`src/rtl/cmp_pkg.sv`:
```
// Shared definitions for the iterative comparator and the downstream comparison decoder.
package cmp_pkg;

    typedef enum logic [1:0] {
        IDLE,
        SCAN,
        DONE
    } cmp_state_e;

    localparam logic [2:0] CMP_GT = 3'b000;
    localparam logic [2:0] CMP_GE = 3'b001;
    localparam logic [2:0] CMP_LT = 3'b010;
    localparam logic [2:0] CMP_LE = 3'b011;
    localparam logic [2:0] CMP_EQ = 3'b100;
    localparam logic [2:0] CMP_NE = 3'b101;

    // Counter width for n digits; kept at least 1 bit so a single-digit build still elaborates.
    function automatic int unsigned cnt_width(input int unsigned n);
        return (n > 1) ? $clog2(n) : 1;
    endfunction

endpackage

```
`src/rtl/cmp_digit.sv`:
```
// Combinational unsigned compare of one DIGIT-bit slice.
module cmp_digit #(
    parameter int unsigned DIGIT = 4
) (
    input  logic [DIGIT-1:0] da,
    input  logic [DIGIT-1:0] db,
    output logic             lt,
    output logic             eq
);

    assign lt = (da < db);
    assign eq = (da == db);

endmodule

```
`src/rtl/cmp_iter.sv`:
```
// Iterative MSB-first magnitude comparator, DIGIT bits per cycle with early exit on a difference.
module cmp_iter
    import cmp_pkg::*;
#(
    parameter int unsigned WIDTH = 32,
    parameter int unsigned DIGIT = 4
) (
    input  logic             clk,
    input  logic             rst_n,
    input  logic             start,
    input  logic [WIDTH-1:0] a,
    input  logic [WIDTH-1:0] b,
    input  logic             is_signed,
    input  logic [2:0]       ctrl_in,
    output logic             busy,
    output logic             done,
    output logic             less_out,
    output logic             eql_out,
    output logic [2:0]       ctrl_out
);

    localparam int unsigned N    = WIDTH / DIGIT;
    localparam int unsigned CntW = cnt_width(N);
    localparam logic [CntW-1:0] CntMax = CntW'(N - 1);

    cmp_state_e       state_q, state_d;
    logic [WIDTH-1:0] sa_q, sa_d, sb_q, sb_d;
    logic [CntW-1:0]  cnt_q, cnt_d;
    logic [2:0]       ctrl_p_q, ctrl_p_d;
    logic [2:0]       ctrl_out_q, ctrl_out_d;
    logic             less_q, less_d, eql_q, eql_d;
    logic             busy_q, busy_d, done_q, done_d;
    logic             dig_lt, dig_eq;

    cmp_digit #(
        .DIGIT(DIGIT)
    ) u_cmp_digit (
        .da(sa_q[WIDTH-1 -: DIGIT]),
        .db(sb_q[WIDTH-1 -: DIGIT]),
        .lt(dig_lt),
        .eq(dig_eq)
    );

    always_comb begin
        state_d    = state_q;
        sa_d       = sa_q;
        sb_d       = sb_q;
        cnt_d      = cnt_q;
        ctrl_p_d   = ctrl_p_q;
        ctrl_out_d = ctrl_out_q;
        less_d     = less_q;
        eql_d      = eql_q;

        unique case (state_q)
            IDLE, DONE: begin
                if (start) begin
                    // Flipping the sign bit maps two's-complement order onto unsigned order.
                    sa_d             = a;
                    sb_d             = b;
                    sa_d[WIDTH-1]    = a[WIDTH-1] ^ is_signed;
                    sb_d[WIDTH-1]    = b[WIDTH-1] ^ is_signed;
                    ctrl_p_d         = ctrl_in;
                    cnt_d            = '0;
                    state_d          = SCAN;
                end else begin
                    state_d = IDLE;
                end
            end
            SCAN: begin
                if (!dig_eq) begin
                    less_d     = dig_lt;
                    eql_d      = 1'b0;
                    ctrl_out_d = ctrl_p_q;
                    state_d    = DONE;
                end else if (cnt_q == CntMax) begin
                    less_d     = 1'b0;
                    eql_d      = 1'b1;
                    ctrl_out_d = ctrl_p_q;
                    state_d    = DONE;
                end else begin
                    sa_d  = sa_q << DIGIT;
                    sb_d  = sb_q << DIGIT;
                    cnt_d = cnt_q + CntW'(1);
                end
            end
            default: state_d = IDLE;
        endcase

        busy_d = (state_d == SCAN);
        done_d = (state_d == DONE);
    end

    always_ff @(posedge clk) begin
        if (!rst_n) begin
            state_q    <= IDLE;
            sa_q       <= '0;
            sb_q       <= '0;
            cnt_q      <= '0;
            ctrl_p_q   <= '0;
            ctrl_out_q <= '0;
            less_q     <= 1'b0;
            eql_q      <= 1'b0;
            busy_q     <= 1'b0;
            done_q     <= 1'b0;
        end else begin
            state_q    <= state_d;
            sa_q       <= sa_d;
            sb_q       <= sb_d;
            cnt_q      <= cnt_d;
            ctrl_p_q   <= ctrl_p_d;
            ctrl_out_q <= ctrl_out_d;
            less_q     <= less_d;
            eql_q      <= eql_d;
            busy_q     <= busy_d;
            done_q     <= done_d;
        end
    end

    assign busy     = busy_q;
    assign done     = done_q;
    assign less_out = less_q;
    assign eql_out  = eql_q;
    assign ctrl_out = ctrl_out_q;

endmodule

```
`config.mk`:
```
export PLATFORM = sky130hd
export DESIGN_NAME = cmp_iter
export DESIGN_NICKNAME = d
export VERILOG_FILES = /design/src/rtl/cmp_pkg.sv /design/src/rtl/cmp_digit.sv /design/src/rtl/cmp_iter.sv
export SDC_FILE = /design/constraint.sdc
export NUM_CORES = 1
export LEC_CHECK = 0
export CAP_MARGIN = 20
export CELL_PAD_IN_SITES_DETAIL_PLACEMENT = 0
export CELL_PAD_IN_SITES_GLOBAL_PLACEMENT = 2
export CORE_AREA = 4 4 110 112
export CTS_CLUSTER_DIAMETER = 50
export CTS_CLUSTER_SIZE = 25
export DETAILED_ROUTE_END_ITERATION = 10
export DIE_AREA = 0 0 114 116
export HOLD_SLACK_MARGIN = 0.06
export PLACE_DENSITY = 0.95
export SLEW_MARGIN = 20
export SYNTH_ARGS = -nofsm -noshare
export SYNTH_HDL_FRONTEND = slang
export SYNTH_SLANG_ARGS = --single-unit
```
`constraint.sdc`:
```
create_clock -name clk -period 3.97 [get_ports clk]
set_clock_uncertainty 0.2 [all_clocks]
set_input_delay 0.794 -clock clk [delete_from_list [all_inputs] [get_ports clk]]
set_output_delay 0.794 -clock clk [all_outputs]
set_load 0.01 [all_outputs]
```
==> run_results.csv <==
group,metric,value,unit
final_layout,nNetsFinal,543,
worst_setup_path,crit_end,"sa_q[23]$_SDFFE_PN0P_",
worst_setup_path,startpoint,"start",
grt,antenna_found_initial,0,
floorplan,io_pins,78,
grt,track_usage,13.4,%
worst_setup_path,worstPathRequired,3.99,ns
run_status,status,"completed",
routing,wl_per_cell,14.0,um
grt,gr-usage-met2,20.8,%
synth,syn-num-nets,487,
placed_design,dp.final_hpwl,5.79,mm
synth,synth.top_cell.area_share,45.2,%
timing,drv_slew,0,
placed_design,dp_cells,598,
final_layout,antennaDiodeCount,0,
floorplan,num_rows,39,
timing,tightest_slew,0.828,ns
timing,setup_viol,0,
routing,vias_per_cell,4.90,
worst_setup_path,r2r_slack,1.53,ns
grt,gr-usage-met3,3.66,%
run,maxCapViolCount,0,
grt,grt_use_met1,17.8,%
routing,drc_errors,0,
synth,synth.yosys.warnings,0,
final_layout,final_common_cell,"nand2_1",
routing,drtIter0Drc,121,
cts,cts_made_buffers,9,
synth,synth_cell_types,28,
timing,fin_tns_setup,0,ns
routing,ant_nets,0,
synth,yosysSeqAreaShare,45.2,%
floorplan,die_area,13200,um^2
routing,routed_wl,8.60,mm
cts,cts_tree,"yes",
cts,htreeDepth,3,
timing,finalCriticalPeriod,2.56,ns
cts,cts_hold_buf,0,
synth,ys_ff_latch,79,
cts,clk_latency,0.33,ns
synth,synth.avg_cell_area,8.54,um^2
final_layout,layout.filler_cells,1166,
routing,drt_pass1_iterations,4,
grt,first_global_vias,2932,
timing,max_freq,391,MHz
cts,cts.sinks,79,
floorplan,die_x,114,um
worst_setup_path,cp-end-kind,"flip-flop",
worst_setup_path,cp.arrival,2.58,ns
final_layout,layout_common_cells,"nand2_1, dfxtp_1, clkdlybuf4s50_1, nand3_1, o211a_1",
floorplan,die_y,116,um
routing,vias,3010,
power_and_ir_drop,p_leak,2.27,nW
worst_setup_path,critPathMaxFanout,67,
power_and_ir_drop,ir_worst_vdd,0.000281,V
floorplan,initial_core_util,31.2,%
worst_setup_path,crit_type,"input pin to flip-flop",
cts,postCtsSetupRepairBufs,0,
placed_design,gp_congestion,0.730,
power_and_ir_drop,power_density,590,nW/um^2
worst_setup_path,r2r-start,"cnt_q[0]$_SDFFE_PN0P_",
timing,rsz0062_at_grt,"no",
timing,slew_headroom,44.7,%
worst_setup_path,reg2reg_to,"sa_q[23]$_SDFFE_PN0P_",
worst_setup_path,startpoint_type,"input pin",
cts,cts_max_path_buffers,2,
min_path,hold_class,"flip-flop to flip-flop",
placed_design,portBuffers,77,
timing,worst_slack,1.41,ns
cts,cts.root.buffer_cell,"clkbuf_16",
final_layout,syn_to_final_growth,32.7,%
final_layout,utilization,41.4,%
synth,synth_top_area_cell,"dfxtp_1",
cts,cts_resized,0,
timing,hold_viol_final,0,
floorplan,core_area,11200,um^2
synth,synth_area_leaders,"dfxtp_1, o211a_1, nand2_1",
synth,netlist_area,3500,um^2
cts,cts.clk_slew.worst_paths,0.06,ns
final_layout,drive_gt1_share,5.94,%
synth,syn_inst,410,
grt,gr-total-overflow,0,
timing,period_share,64.5,%
final_layout,instances_no_fill,614,
placed_design,place_ws,1.07,ns
grt,grt.busiest_layer,"met2",
worst_setup_path,rr_worst_depth,7,
grt,grt_pass1_wl,14.2,mm
grt,grt_max_degree,68,
-- power by group --
part | leakage (nW) | switching, mW | internal (mW)
combinational | 1.46 | 0.437 | 0.340
sequential | 0.653 | 0.106 | 0.987
clock | 0.156 | 0.321 | 0.551
-- through the flow --
step	power, mW	instance area [um^2]	hold WS (ns)
2_1_floorplan	1.68	3500	0.232
3_3_place_gp	1.87	4320	0.239
3_5_place_dp	1.89	4320	0.246
4_1_cts	2.78	4640	0.254
5_1_grt	2.93	4640	0.289
6_report	2.74	4640	0.248
-- synth_stat cells, drive strengths merged --
cell type    n
nand4b       1
buf         24
a21boi       1
clkbuf      14
a21oi        2
dfxtp       79
mux2         1
a2bb2oi      1
xnor2        2
nor2b        8
nand2b       1
nand2      121
and2         2
inv          4
nand3       58
nor3b        1
o211ai       1
nor2         4
a22o         8
mux2i        2
o211a       54
o2111ai      2
ha           6
nand4        4
o21ai        9
-- flip-flops by register name (all words and copies together), names as in the netlist --
name	flops
state_q	2
done	1
ctrl_p_q	3
busy	1
cnt_q	3
less_out	1
ctrl_out	3
eql_out	1
sa_q	32
sb_q	32
-- kinds of logic after synthesis --
| kind of cell | Yosys count | share of synthesized area, % |
|---|---|---|
| AND/OR/NAND/NOR | 200 | 25.0 |
| multiplexers | 3 | 0.894 |
| adder cells (fa/ha/maj) | 6 | 2.15 |
| flip-flops | 79 | 45.2 |
| buffers and inverters | 42 | 5.90 |
| AO/OA/AOI/OAI | 78 | 20.4 |
| XOR/XNOR | 2 | 0.501 |
-- worst max-delay path: stages --
cell             delay, ns
clkdlybuf4s50_1       0.44
nor2b_1               0.12
buf_4                 0.17
a2bb2oi_4             0.17
buf_4                 0.52
nand3_1               0.18
o211a_1               0.17
-- worst min-delay path by stage --
stage,start,end,cells past startpoint
final,cnt_q[1]$_SDFFE_PN0P_,cnt_q[1]$_SDFFE_PN0P_,2
after detailed placement,cnt_q[1]$_SDFFE_PN0P_,cnt_q[1]$_SDFFE_PN0P_,2
after global routing,ctrl_p_q[1]$_SDFFE_PN0N_,ctrl_out[1]$_SDFFE_PN0P_,2
after CTS,cnt_q[1]$_SDFFE_PN0P_,cnt_q[1]$_SDFFE_PN0P_,2
after global placement,cnt_q[1]$_SDFFE_PN0P_,cnt_q[1]$_SDFFE_PN0P_,2
after floorplan,cnt_q[1]$_SDFFE_PN0P_,cnt_q[1]$_SDFFE_PN0P_,2
-- cell type report --
| class | count | area [um^2] | share of cell area, % |
|---|---|---|---|
| Sequential cell | 79 | 1580 | 34.1 |
| Inverter | 4 | 15.0 | 0.323 |
| Timing Repair Buffer | 83 | 811 | 17.5 |
| Tap cell | 143 | 179 | 3.85 |
| Clock inverter | 7 | 95.1 | 2.05 |
| Clock buffer | 9 | 225 | 4.85 |
| Multi-Input combinational cell | 289 | 1740 | 37.4 |
-- metal layers --
metal | routed length (um) | share of wire, %
met2 | 3960 | 46
met5 | 0 | 0
met1 | 4070 | 47
met4 | 119 | 1.4
met3 | 455 | 5.3
No activity file was read; power rests on OpenSTA's default activity.
